**config.mk**
```make
export PLATFORM = sky130hd
export DESIGN_NAME = pixel_stream_gen
export DESIGN_NICKNAME = d
export VERILOG_FILES = /design/src/rtl/pixel_stream_gen_pkg.sv /design/src/rtl/pixel_stream_gen_pattern_rom.sv /design/src/rtl/pixel_stream_gen.sv
export SDC_FILE = /design/constraint.sdc
export NUM_CORES = 1
export LEC_CHECK = 0
export ABC_AREA = 0
export BUFFER_PORTS_ARGS = -buffer_cell sky130_fd_sc_hd__buf_4
export CORE_AREA = 2 2 56 110
export DETAILED_ROUTE_END_ITERATION = 12
export DIE_AREA = 0 0 58 112
export MAX_ROUTING_LAYER = met4
export PLACE_DENSITY = 0.76
export SETUP_SLACK_MARGIN = 0.3
export SYNTH_ARGS = -nofsm -noshare
export SYNTH_HDL_FRONTEND = slang
export SYNTH_SLANG_ARGS = --single-unit
```
**constraint.sdc**
```tcl
create_clock -name Clk -period 10.65 [get_ports Clk]
set_input_delay 2.13 -clock Clk [delete_from_list [all_inputs] [get_ports Clk]]
set_output_delay 2.13 -clock Clk [all_outputs]
set_load 0.02 [all_outputs]
```
**src/rtl/pixel_stream_gen_pkg.sv**
```systemverilog
// Shared types for the test-image pixel source: scan states and pattern selectors.
package pixel_stream_gen_pkg;

   typedef enum logic [1:0] {
      IDLE   = 2'd0,
      ACTIVE = 2'd1,
      HBL    = 2'd2,
      VBL    = 2'd3
   } state_t;

   localparam logic [1:0] MODE_ROM  = 2'd0;
   localparam logic [1:0] MODE_GRAD = 2'd1;
   localparam logic [1:0] MODE_CHK  = 2'd2;
   localparam logic [1:0] MODE_ANIM = 2'd3;

endpackage

```
**src/rtl/pixel_stream_gen_pattern_rom.sv**
```systemverilog
// Stored test image, one word per pixel in raster order; purely combinational lookup.
module pattern_rom
   import pixel_stream_gen_pkg::*;
#(
   parameter int COLS  = 16,
   parameter int ROWS  = 16,
   parameter int PIX_W = 8
) (
   input  logic [$clog2(COLS*ROWS)-1:0] addr,
   output logic [PIX_W-1:0]             data
);

   // Image body as emitted by the template flow for the default test card.
   always_comb begin
      data = PIX_W'(int'(addr) * 37 + 11);
   end

endmodule

```
**src/rtl/pixel_stream_gen.sv**
```systemverilog
// Raster test-pattern source: one registered pixel per Valid&Ready transfer, 1-cycle start latency.
// Outputs hold while Valid&!Ready; line/frame blanking and start/stop are resolved at line/frame ends.
module pixel_stream_gen
   import pixel_stream_gen_pkg::*;
#(
   parameter int COLS   = 16,
   parameter int ROWS   = 16,
   parameter int PIX_W  = 8,
   parameter int HBLANK = 2,
   parameter int VBLANK = 4,
   parameter int CNT_W  = 8
) (
   input  logic             Clk,
   input  logic             nReset,
   input  logic             Enable,
   input  logic [1:0]       Mode,
   input  logic             Ready,
   output logic             Valid,
   output logic [PIX_W-1:0] Pixel,
   output logic             Frame,
   output logic             Line,
   output logic             LastPix,
   output logic [CNT_W-1:0] FrameCount
);

   localparam int CW   = $clog2(COLS);
   localparam int RW   = $clog2(ROWS);
   localparam int AW   = $clog2(COLS*ROWS);
   localparam int BMAX = (HBLANK > VBLANK) ? HBLANK : VBLANK;
   localparam int BW   = (BMAX > 1) ? $clog2(BMAX) : 1;

   state_t           state, state_n;
   logic [CW-1:0]    col, col_n;
   logic [RW-1:0]    row, row_n;
   logic [1:0]       mode_q, mode_n;
   logic [BW-1:0]    cnt, cnt_n;
   logic [CNT_W-1:0] fc_n;
   logic             valid_n, frame_n, line_n, last_n;
   logic             load, restart;
   logic [AW-1:0]    rom_addr;
   logic [PIX_W-1:0] rom_data, pat;

   // Next-state logic; row_n/col_n/mode_n/fc_n describe the pixel presented after the edge when load=1.
   always_comb begin
      state_n = state;
      col_n   = col;
      row_n   = row;
      mode_n  = mode_q;
      cnt_n   = cnt;
      fc_n    = FrameCount;
      valid_n = Valid;
      load    = 1'b0;
      restart = 1'b0;
      case (state)
         IDLE: begin
            valid_n = 1'b0;
            if (Enable) begin
               mode_n  = Mode;
               col_n   = '0;
               row_n   = '0;
               state_n = ACTIVE;
               load    = 1'b1;
            end
         end
         ACTIVE: begin
            if (Valid && Ready) begin
               if (col != CW'(COLS-1)) begin
                  col_n = col + CW'(1);
                  load  = 1'b1;
               end else if (row != RW'(ROWS-1)) begin
                  col_n = '0;
                  row_n = row + RW'(1);
                  if (HBLANK > 0) begin
                     state_n = HBL;
                     cnt_n   = '0;
                     valid_n = 1'b0;
                  end else begin
                     load = 1'b1;
                  end
               end else begin
                  col_n = '0;
                  row_n = '0;
                  fc_n  = FrameCount + CNT_W'(1);
                  if (VBLANK > 0) begin
                     state_n = VBL;
                     cnt_n   = '0;
                     valid_n = 1'b0;
                  end else begin
                     restart = 1'b1;
                  end
               end
            end
         end
         HBL: begin
            if (int'(cnt) == HBLANK-1) begin
               state_n = ACTIVE;
               load    = 1'b1;
            end else begin
               cnt_n = cnt + BW'(1);
            end
         end
         VBL: begin
            if (int'(cnt) == VBLANK-1) restart = 1'b1;
            else                       cnt_n   = cnt + BW'(1);
         end
         default: state_n = IDLE;
      endcase

      // Frame boundary: Enable decides whether another frame follows.
      if (restart) begin
         if (Enable) begin
            mode_n  = Mode;
            state_n = ACTIVE;
            load    = 1'b1;
         end else begin
            state_n = IDLE;
            valid_n = 1'b0;
         end
      end
      if (load) valid_n = 1'b1;
   end

   always_comb begin
      frame_n = Frame;
      line_n  = Line;
      last_n  = LastPix;
      if (load) begin
         frame_n = (row_n == '0) && (col_n == '0);
         line_n  = (col_n == '0);
         last_n  = (row_n == RW'(ROWS-1)) && (col_n == CW'(COLS-1));
      end else if (!valid_n) begin
         frame_n = 1'b0;
         line_n  = 1'b0;
         last_n  = 1'b0;
      end
   end

   assign rom_addr = AW'(int'(row_n) * COLS + int'(col_n));

   pattern_rom #(
      .COLS  (COLS),
      .ROWS  (ROWS),
      .PIX_W (PIX_W)
   ) u_rom (
      .addr (rom_addr),
      .data (rom_data)
   );

   always_comb begin
      case (mode_n)
         MODE_ROM:  pat = rom_data;
         MODE_GRAD: pat = PIX_W'((int'(col_n) << PIX_W) / COLS);
         MODE_CHK:  pat = (row_n[0] ^ col_n[0]) ? '1 : '0;
         default:   pat = PIX_W'(int'(row_n) + int'(col_n) + int'(fc_n));
      endcase
   end

   always_ff @(posedge Clk or negedge nReset) begin
      if (!nReset) begin
         state      <= IDLE;
         col        <= '0;
         row        <= '0;
         mode_q     <= MODE_ROM;
         cnt        <= '0;
         Valid      <= 1'b0;
         Pixel      <= '0;
         Frame      <= 1'b0;
         Line       <= 1'b0;
         LastPix    <= 1'b0;
         FrameCount <= '0;
      end else begin
         state      <= state_n;
         col        <= col_n;
         row        <= row_n;
         mode_q     <= mode_n;
         cnt        <= cnt_n;
         Valid      <= valid_n;
         Frame      <= frame_n;
         Line       <= line_n;
         LastPix    <= last_n;
         FrameCount <= fc_n;
         if (load) Pixel <= pat;
      end
   end

endmodule

```
==> results of run 1 <==
[registers in the layout, summed over array words and instances (netlist names)]
| register | flops |
|---|---|
| row | 4 |
| Line | 1 |
| cnt | 2 |
| col | 4 |
| LastPix | 1 |
| Valid | 1 |
| state | 2 |
| FrameCount | 8 |
| mode_q | 2 |
| Frame | 1 |
| Pixel | 8 |
[cell families (layout without fill, tap and decap cells)]
logic type | after synthesis | in the layout | share of synthesized area (%)
XOR/XNOR | 21 | 21 | 7.03
multiplexers | 11 | 11 | 4.27
AO/OA/AOI/OAI | 64 | 64 | 15.4
buffers and inverters | 38 | 68 | 5.23
flip-flops | 34 | 34 | 31.2
adder cells (fa/ha/maj) | 42 | 42 | 21.2
AND/OR/NAND/NOR | 80 | 80 | 15.7
[worst max-delay path by stage]
| stage | startpoint | to | slack [ps] | cells after the start |
|---|---|---|---|---|
| 2_1_floorplan | Ready | Pixel[7] | 4720 | 18 |
| 6_report | Enable | Pixel[7] | 4500 | 17 |
| 4_1_cts | Ready | Pixel[7] | 4530 | 19 |
| 3_3_place_gp | Ready | Pixel[7] | 4280 | 18 |
| 3_5_place_dp | Ready | Pixel[7] | 4230 | 19 |
| 5_1_grt | Ready | Pixel[7] | 4220 | 18 |
[metal layers]
layer  GRT usage (%)  up-vias  part of all wire, %
li1                -     1082                    -
met1            22.8     1099                   35
met2            41.3       75                   56
met3            4.76       28                  3.7
met4            16.4        0                  5.6
met5               -        -                    0
[power by group through the flow]
stage          registers (mW)  logic [mW]  clock network (mW)
2_1_floorplan           0.216       0.308                   0
5_1_grt                 0.201       0.528               0.159
6_report                0.198       0.471               0.152
3_5_place_dp            0.199       0.467                   0
3_3_place_gp            0.197       0.450                   0
4_1_cts                 0.197       0.470               0.153
[layout by cell type, fill, tap and decap left out, drive strengths merged, types with 6 or more instances in the layout]
| cell | instances |
|---|---|
| nor2 | 17 |
| nand2 | 24 |
| clkbuf | 6 |
| nand4 | 6 |
| xor2 | 10 |
| dfrtp | 34 |
| a21o | 6 |
| ha | 35 |
| a21oi | 18 |
| nand3 | 14 |
| o21ai | 19 |
| inv | 35 |
| xnor2 | 11 |
| mux2i | 9 |
| buf | 25 |
| fa | 7 |
[final cells by class]
cell class              instances  share of cell area (%)
flip-flops and latches         34                    27.2
multi-input cells             218                    55.3
inverters                      35                    4.20
repair buffers                 25                    6.00
clock inverters                 2                   0.400
well taps                      61                    2.44
clock buffers                   6                    4.44
[stage by stage]
step	utilization, %	hold slack, ps	cell area, sq um	cells	setup WS [ps]
finish	55.3	487	3130	381	4500
global placement	52.6	468	2980	373	4280
detailed placement	52.6	476	2980	373	4230
global route	55.3	513	3130	381	4220
floorplan	-	475	2730	290	4720
CTS	55.3	489	3130	381	4530
[worst max-delay path: stages]
cell and delay, ps:
buf_4 130, mux2i_1 590, o21ai_0 180, o21ai_0 380, ha_1 380, ha_1 270
inv_1 50, fa_1 530, inv_1 40, ha_1 280, ha_1 340, and2_1 170
a221oi_1 270, xnor2_1 170, xnor2_1 150, xnor2_1 130, o22ai_1 100
==> out/qor.tcl, run 1 <==
set qor(status) {finished clean}
set qor(path_class) {in2reg}
set qor(syn-mean-instance-area_sq_um) 9.40
set qor(final_min_period_over_clock_period_pct) 57.8
set qor(grt_overflow_total) 0
set qor(grt_start_max_net_pins) 35
set qor(cts.htree.levels) 2
set qor(detail_route.iter0.violations) 69
set qor(number_of_warning_messages_in_the_yosys_log) 0
set qor(path_max_fanout) 8
set qor(pwr-share-comb_pct) 57.4
set qor(combined_area_of_the_multi_input_logic_cells_sq_um) 1730
set qor(fillers) 519
set qor(post_synth_inst_count) 290
set qor(cp.arrival_ps) 6320
set qor(initial_utilization_pct) 48.1
set qor(switchingPower_mw) 0.389
set qor(cap_viol_max_count) 0
set qor(die_h_um) 112
set qor(r2r_cells) 18
set qor(avgViaCountPerCell) 5.99
set qor(rr_endpoint) {Pixel[7]}
set qor(synth_fp_nets) 338
set qor(hold_crit_path_type) {reg2reg}
set qor(required_ps) 10820
set qor(yosys_register_bits) 34
set qor(postCtsHoldBufs) 0
set qor(r2r_slack_ps) 5420
set qor(total_length_of_routed_wires_um) 6730
set qor(route.detailed.drc) 0
set qor(fraction_of_registers_with_async_set_reset_pct) 100
set qor(wl_per_cell_um) 17.7
set qor(clockPowerShare_pct) 18.5
set qor(global_route_wire_length_before_repair_um) 11400
set qor(critPathCaptureType) {flip-flop}
set qor(post-route-min-period_ps) 6150
set qor(post_synth_num_cell_types) 50
set qor(final-seq-area_sq_um) 851
set qor(setup.worst_path.start_class) {input port}
set qor(rsz_0062_raised_after_global_routing) {false}
set qor(worst_clock_skew_ps) 6.28
set qor(max_slew_margin_pct) 37.5
set qor(power.density_cell_area_nw_per_um2) 262
set qor(final_nets) 367
set qor(power.sequential.fraction_pct) 24.1
set qor(clkSlewWorstSetupHoldPaths_ps) 60
set qor(synth_ff_type) {dfrtp_1}
set qor(synth_top_cell_by_area) {dfrtp_1}
set qor(fmax_mhz) 163
set qor(drive_gt1_share_pct) 13.8
set qor(clk_latency_ps) 290
set qor(total_power_mw) 0.821
set qor(hold-path-cell-count) 2
set qor(die_width_um) 58
set qor(synth.top_cells.by_area) {dfrtp_1, ha_1, fa_1}
set qor(synth_edf_count) 0
set qor(clock-sinks) 34
set qor(antenna_found_initial) 0
set qor(routabilityCongestion) 0.889
set qor(floorplan.die_area_sq_um) 6500
set qor(p_sw_share_pct) 47.3
set qor(ant_nets) 0
set qor(cts_made_buffers) 5
set qor(seq_total_area_yosys_pct) 31.2
set qor(timing.final.max_slew_violations) 0
set qor(detail_route.first_pass.iterations) 5
set qor(diodes_inserted) 0
set qor(clock_tree.buffer_depth) 2
set qor(synth_commonest_cells) {ha_1, inv_1, dfrtp_1}
set qor(regToRegStartpoint) {state[1]}
set qor(hp_start) {Pixel[1]}
set qor(ctsRootBufferMaster) {clkbuf_16}
set qor(post_cts.resized_instances) 0
set qor(p_int_mw) 0.433
set qor(worst_slew_pin_slew_ps) 912
set qor(setup_viol) 0
set qor(floorplan.core_area_sq_um) 5660
set qor(synth.top_cell.area_share_pct) 31.2
set qor(tritoncts) {done}
set qor(num_rows) 39
set qor(ios) 26
set qor(worst_hold_path.endpoint) {Pixel[1]}
set qor(finalHoldViolCount) 0
set qor(hpwl_detailed_um) 5240
set qor(fin_setup_tns_ps) 0
set qor(post_cts.repair.setup_buffers) 0
set qor(mappedNetlistArea_sq_um) 2730
set qor(buffer_ports.inserted) 25
set qor(ir_drop_uv) 153
set qor(syn_to_final_growth_pct) 14.8
set qor(power.leakage_nw) 1.64
set qor(detailed_route_via_count) 2284
set qor(gr-usage-all-layers_pct) 24.0
set qor(grt_pass1_vias) 2414
(Power assumes the default switching activity.)
==> run 2: changes to the inputs <==
clock period = 5.8 ns   (was 10.65 ns; I/O delays follow)
==> run 2 against run 1 <==
  * Sequential power increased by 83%
  * Via count fell by 2.8%
  * Total power rose by 82%
  * Hold slack better by 6.7 ps
  * Critical path type unchanged
  * Critical endpoint unchanged
==> out/qor.tcl, run 2 (synthesized netlist as in run 1, its figures left out) <==
set qor(status) {finished clean}
set qor(clock-sinks) 34
set qor(hpwl_detailed_um) 5190
set qor(total_length_of_routed_wires_um) 6520
set qor(total_power_mw) 1.50
set qor(worst_clock_skew_ps) 5.22
set qor(placement.cell_area_sq_um) 3000
set qor(clk_latency_ps) 280
set qor(gr-usage-all-layers_pct) 23.4
set qor(buffer_ports.inserted) 25
set qor(detail_route.iter0.violations) 98
set qor(setup_viol) 0
set qor(route.detailed.drc) 0
set qor(layout.cells.most_common_list) {inv_1, ha_1, dfrtp_1}
set qor(post_cts.resized_instances) 0
set qor(initial_utilization_pct) 48.1
set qor(clock_tree.buffer_depth) 2
set qor(diodes_inserted) 0
set qor(grt_start_max_net_pins) 35
set qor(fin_setup_tns_ps) 0
set qor(ir_drop_uv) 270
set qor(drive_gt1_share_pct) 14.6
set qor(critPathCaptureType) {flip-flop}
set qor(cp.arrival_ps) 5260
set qor(syn_to_final_growth_pct) 15.7
set qor(ant_nets) 0
set qor(fmax_mhz) 196
set qor(rsz_0062_raised_after_global_routing) {false}
set qor(worst_path_most_repeated_cell) {ha_1}
set qor(tritoncts) {done}
set qor(antenna_found_initial) 0
set qor(crit_path_top_delay_cell) {mux2i_1}
set qor(setup.worst_path.start_class) {input port}
set qor(combined_area_of_the_multi_input_logic_cells_sq_um) 1730
set qor(detail_route.first_pass.iterations) 4
set qor(max_stage_delay_ps) 550
set qor(numPlacedInstances) 376
set qor(postCtsHoldBufs) 0
set qor(wl_per_cell_um) 17.0
set qor(hold_crit_path_type) {reg2reg}
set qor(timing.final.max_slew_violations) 0
set qor(hp_start) {Pixel[4]}
set qor(final_nets) 370
set qor(worst_hold_path.endpoint) {Pixel[4]}
set qor(post-route-min-period_ps) 5100
set qor(place_ws_ps) 390
set qor(num_rows) 39
set qor(cts.htree.levels) 2
set qor(routabilityCongestion) 0.919
set qor(setup_slack_ps) 700
set qor(max_slew_margin_pct) 53.2
set qor(die_width_um) 58
set qor(ctsRootBufferMaster) {clkbuf_16}
set qor(worst_slew_pin_slew_ps) 683
set qor(power.density_cell_area_nw_per_um2) 475
set qor(floorplan.core_area_sq_um) 5660
set qor(required_ps) 5960
set qor(fin_area_sq_um) 3150
set qor(grt_pass1_vias) 2438
set qor(path_max_fanout) 8
set qor(r2r_cells) 18
set qor(finalHoldViolCount) 0
set qor(floorplan.die_area_sq_um) 6500
set qor(final_cell_count_no_fill) 384
set qor(post_cts.repair.setup_buffers) 0
set qor(rr_endpoint) {Pixel[7]}
set qor(cts_made_buffers) 5
set qor(hold-path-cell-count) 2
set qor(avgViaCountPerCell) 5.78
set qor(clkSlewWorstSetupHoldPaths_ps) 50
set qor(ios) 26
set qor(detailed_route_via_count) 2220
set qor(path_class) {in2reg}
set qor(power.leakage_nw) 1.66
set qor(grt_overflow_total) 0
set qor(final_min_period_over_clock_period_pct) 87.9
set qor(cap_viol_max_count) 0
set qor(regToRegStartpoint) {state[1]}
set qor(global_route_wire_length_before_repair_um) 11300
set qor(fillers) 512
set qor(r2r_slack_ps) 720
set qor(die_h_um) 112
set qor(timing.critical_path.cells) {buf_4 > mux2i_1 > o21ai_0 > o21ai_0 > ha_1 > ha_1 > inv_1 > fa_1 > inv_1 > ha_1 > ha_1 > and2_1 > a221oi_1 > xnor2_1 > xnor2_1 > xnor2_1 > o22ai_1}
set qor(final-seq-area_sq_um) 851
set qor(largestRegisters) {FrameCount x8, Pixel x8}
## run 2: stage by stage
step | hold WS [ps] | utilization (%)
2_1_floorplan | 475 | -
3_3_place_gp | 468 | 53.0
3_5_place_dp | 483 | 53.0
4_1_cts | 498 | 55.7
5_1_grt | 530 | 55.7
6_report | 494 | 55.7
## run 2: worst max-delay path by stage
stage | to | slack, ps | startpoint
4_1_cts | Pixel[7] | 690 | state[1]
2_1_floorplan | Pixel[7] | 840 | Ready
6_report | Pixel[7] | 700 | Enable
5_1_grt | Pixel[7] | 350 | state[1]
3_5_place_dp | Pixel[7] | 390 | Ready
3_3_place_gp | Pixel[7] | 560 | Ready
## run 2: area by class of cell
cell class,count,area share [%]
tap,61,2.42
sequential,34,27.0
clock inverter,2,0.397
multi-input combinational,218,54.9
inverter,35,4.17
timing repair buffer,28,6.67
clock buffer,6,4.41
## run 2: routing by layer
metal	up-vias	global-route usage [%]	share of wire [%]
met4	0	11.3	2.6
met2	37	42.5	58
met5	-	-	0
met1	1083	23.9	37
met3	13	2.21	2.1
li1	1087	-	-
## run 2: critical path: cells and delay by family
kind	cells	cell delay (ps)
XOR/XNOR	3	470
AO/OA/AOI/OAI	4	890
buffers and inverters	3	220
multiplexers	1	550
adder cells (fa/ha/maj)	5	1780
AND/OR/NAND/NOR	1	170
## run 2: power breakdown
group | internal (mW) | switching [mW]
Sequential | 0.307 | 0.0550
Combinational | 0.320 | 0.544
Clock | 0.170 | 0.102
Total | 0.798 | 0.701
==> run 3: changes to the inputs <==
ABC_AREA = unset   (was 0)
RECOVER_POWER = 100   (was unset)
TNS_END_PERCENT = 10   (was unset)
==> run 3 against run 2 <==
  * The flow now finishes with violations (max-capacitance violations, max-slew violations)
  * Count of clock-buffer cells in the layout stayed put
  * Worst setup slack worse by 57 ps
  * Die area stayed put
  * Global-route usage stayed put
  * Register-to-register slack hardly changed
  * First-iteration DRC count is 12% lower
  * Hold slack worse by 2.0 ps
  * Sequential share of layout area is 1.3 points higher
  * Clock power hardly changed
  * Final area is 4.6% lower
  * Non-clock buffer count stayed put
  * Via count is 0.45% lower
  * Largest cell class unchanged
  * Largest power group unchanged
==> out/qor.tcl, run 3 (synthesized netlist as in run 1, its figures left out) <==
set qor(wl_per_cell_um) 17.0
set qor(pwr-share-comb_pct) 56.3
set qor(floorplan.core_area_sq_um) 5660
set qor(worst_slew_pin_slew_ps) 1860
set qor(setup.worst_path.start_class) {input port}
set qor(grt_overflow_total) 0
set qor(p_int_mw) 0.757
set qor(rsz_0062_raised_after_global_routing) {false}
set qor(initial_utilization_pct) 48.1
set qor(regToRegStartpoint) {state[1]}
set qor(tritoncts) {done}
set qor(path_max_fanout) 6
set qor(postCtsHoldBufs) 0
set qor(gr-usage-all-layers_pct) 23.4
set qor(clk_latency_ps) 280
set qor(critPathCaptureType) {flip-flop}
set qor(cp.arrival_ps) 5310
set qor(clockPowerShare_pct) 18.8
set qor(r2r_cells) 19
set qor(post_cts.repair.setup_buffers) 0
set qor(path_class) {in2reg}
set qor(detailed_route_via_count) 2210
set qor(worst_hold_path.endpoint) {Pixel[5]}
set qor(ctsRootBufferMaster) {clkbuf_16}
set qor(buffer_ports.inserted) 25
set qor(avgViaCountPerCell) 5.76
set qor(route.detailed.drc) 0
set qor(clkSlewWorstSetupHoldPaths_ps) 60
set qor(power.density_cell_area_nw_per_um2) 481
set qor(max_stage_delay_ps) 530
set qor(ios) 26
set qor(required_ps) 5950
set qor(grt_start_max_net_pins) 35
set qor(drive_gt1_share_pct) 4.33
set qor(max_slew_margin_pct) -24.0
set qor(antenna_found_initial) 0
set qor(timing.critical_path.cells) {clkbuf_1 > nand2_1 > or2_0 > a21o_1 > a22oi_1 > inv_1 > ha_1 > ha_1 > inv_1 > fa_1 > inv_1 > ha_1 > ha_1 > and2_0 > a221oi_1 > xnor2_1 > xnor2_1 > xnor2_1 > o22ai_1}
set qor(placement.cell_area_sq_um) 3000
set qor(hpwl_detailed_um) 5190
set qor(hold-path-cell-count) 2
set qor(status) {finished, violations left}
set qor(die_width_um) 58
set qor(clock_tree.buffer_depth) 2
set qor(fmax_mhz) 194
set qor(clock-sinks) 34
set qor(p_sw_share_pct) 47.7
set qor(power.sequential.fraction_pct) 25.0
set qor(final_nets) 370
set qor(routabilityCongestion) 0.919
set qor(cap_viol_max_count) 1
set qor(floorplan.die_area_sq_um) 6500
set qor(fin_area_sq_um) 3010
set qor(cts_made_buffers) 5
set qor(post-route-min-period_ps) 5160
set qor(hold_crit_path_type) {reg2reg}
set qor(setup_viol) 0
set qor(fin_setup_tns_ps) 0
set qor(detail_route.iter0.violations) 86
set qor(switchingPower_mw) 0.690
set qor(diodes_inserted) 0
set qor(timing.final.max_slew_violations) 35
set qor(syn_to_final_growth_pct) 10.4
set qor(worst_clock_skew_ps) 5.77
set qor(detail_route.first_pass.iterations) 4
set qor(power.leakage_nw) 1.53
set qor(r2r_slack_ps) 730
set qor(final_min_period_over_clock_period_pct) 88.9
set qor(layout.cells.most_common_list) {inv_1, ha_1, dfrtp_1}
set qor(grt_pass1_vias) 2438
set qor(post_cts.resized_instances) 0
set qor(largestRegisters) {FrameCount x8, Pixel x8}
set qor(violations) {max-capacitance violations, max-slew violations}
set qor(hp_start) {Pixel[5]}
set qor(finalHoldViolCount) 0
set qor(cts.htree.levels) 2
set qor(die_h_um) 112
set qor(worst_path_most_repeated_cell) {ha_1}
set qor(rr_endpoint) {Pixel[7]}
set qor(crit_path_top_delay_cell) {fa_1}
set qor(total_length_of_routed_wires_um) 6530
set qor(ant_nets) 0
set qor(num_rows) 39
set qor(ir_drop_uv) 269
set qor(fillers) 533
set qor(global_route_wire_length_before_repair_um) 11300
-- run 3: changes by cell type in the layout (fill, tap and decap cells not counted), sizes merged --
cell    previous run  this run
clkbuf             6        32
buf               28         2
-- run 3: worst max-delay path by stage --
stage               startpoint  slack [ps]  cells past startpoint        to
detailed placement       Ready         390                     19  Pixel[7]
CTS                   state[1]         690                     18  Pixel[7]
global placement         Ready         560                     19  Pixel[7]
floorplan                Ready         840                     18  Pixel[7]
global route             Ready         340                     19  Pixel[7]
finish                   Ready         640                     19  Pixel[7]
-- run 3: layout make-up --
class                      instances  area [sq um]  area share, %
multi-input combinational        218          1690           56.0
sequential                        34           851           28.3
clock buffer                       6           139           4.62
inverter                          35           131           4.37
timing repair buffer              28           113           3.74
tap                               61          76.3           2.54
clock inverter                     2          12.5          0.416
-- run 3: layer usage --
metal | vias to the layer above | track usage [%] | share of wire, %
met1 | 1059 | 23.9 | 38
met3 | 14 | 2.21 | 2.4
li1 | 1092 | - | -
met2 | 45 | 42.5 | 57
met4 | 0 | 11.3 | 2.6
met5 | - | - | 0
-- run 3: power by group through the flow --
stage / clock [mW] / sequential (mW) / combinational, mW
5_1_grt: 0.286 / 0.368 / 0.936
4_1_cts: 0.275 / 0.363 / 0.868
6_report: 0.271 / 0.361 / 0.814
3_5_place_dp: 0 / 0.367 / 0.862
2_1_floorplan: 0 / 0.397 / 0.565
3_3_place_gp: 0 / 0.363 / 0.836
-- run 3: worst max-delay path: cells and delay by family --
family,cells,cell delay [ps]
AND/OR/NAND/NOR,3,640
AO/OA/AOI/OAI,4,910
adder cells (fa/ha/maj),5,1740
XOR/XNOR,3,470
buffers and inverters,4,380
-- run 3: per-stage QoR --
stage	utilization (%)	hold WS (ps)	worst slack, ps	std cells	total power [mW]
global placement	53.0	468	563	376	1.20
floorplan	-	475	843	290	0.963
detailed placement	53.0	483	390	376	1.23
finish	53.1	492	643	384	1.45
global route	53.1	526	340	384	1.59
CTS	55.7	498	688	384	1.51
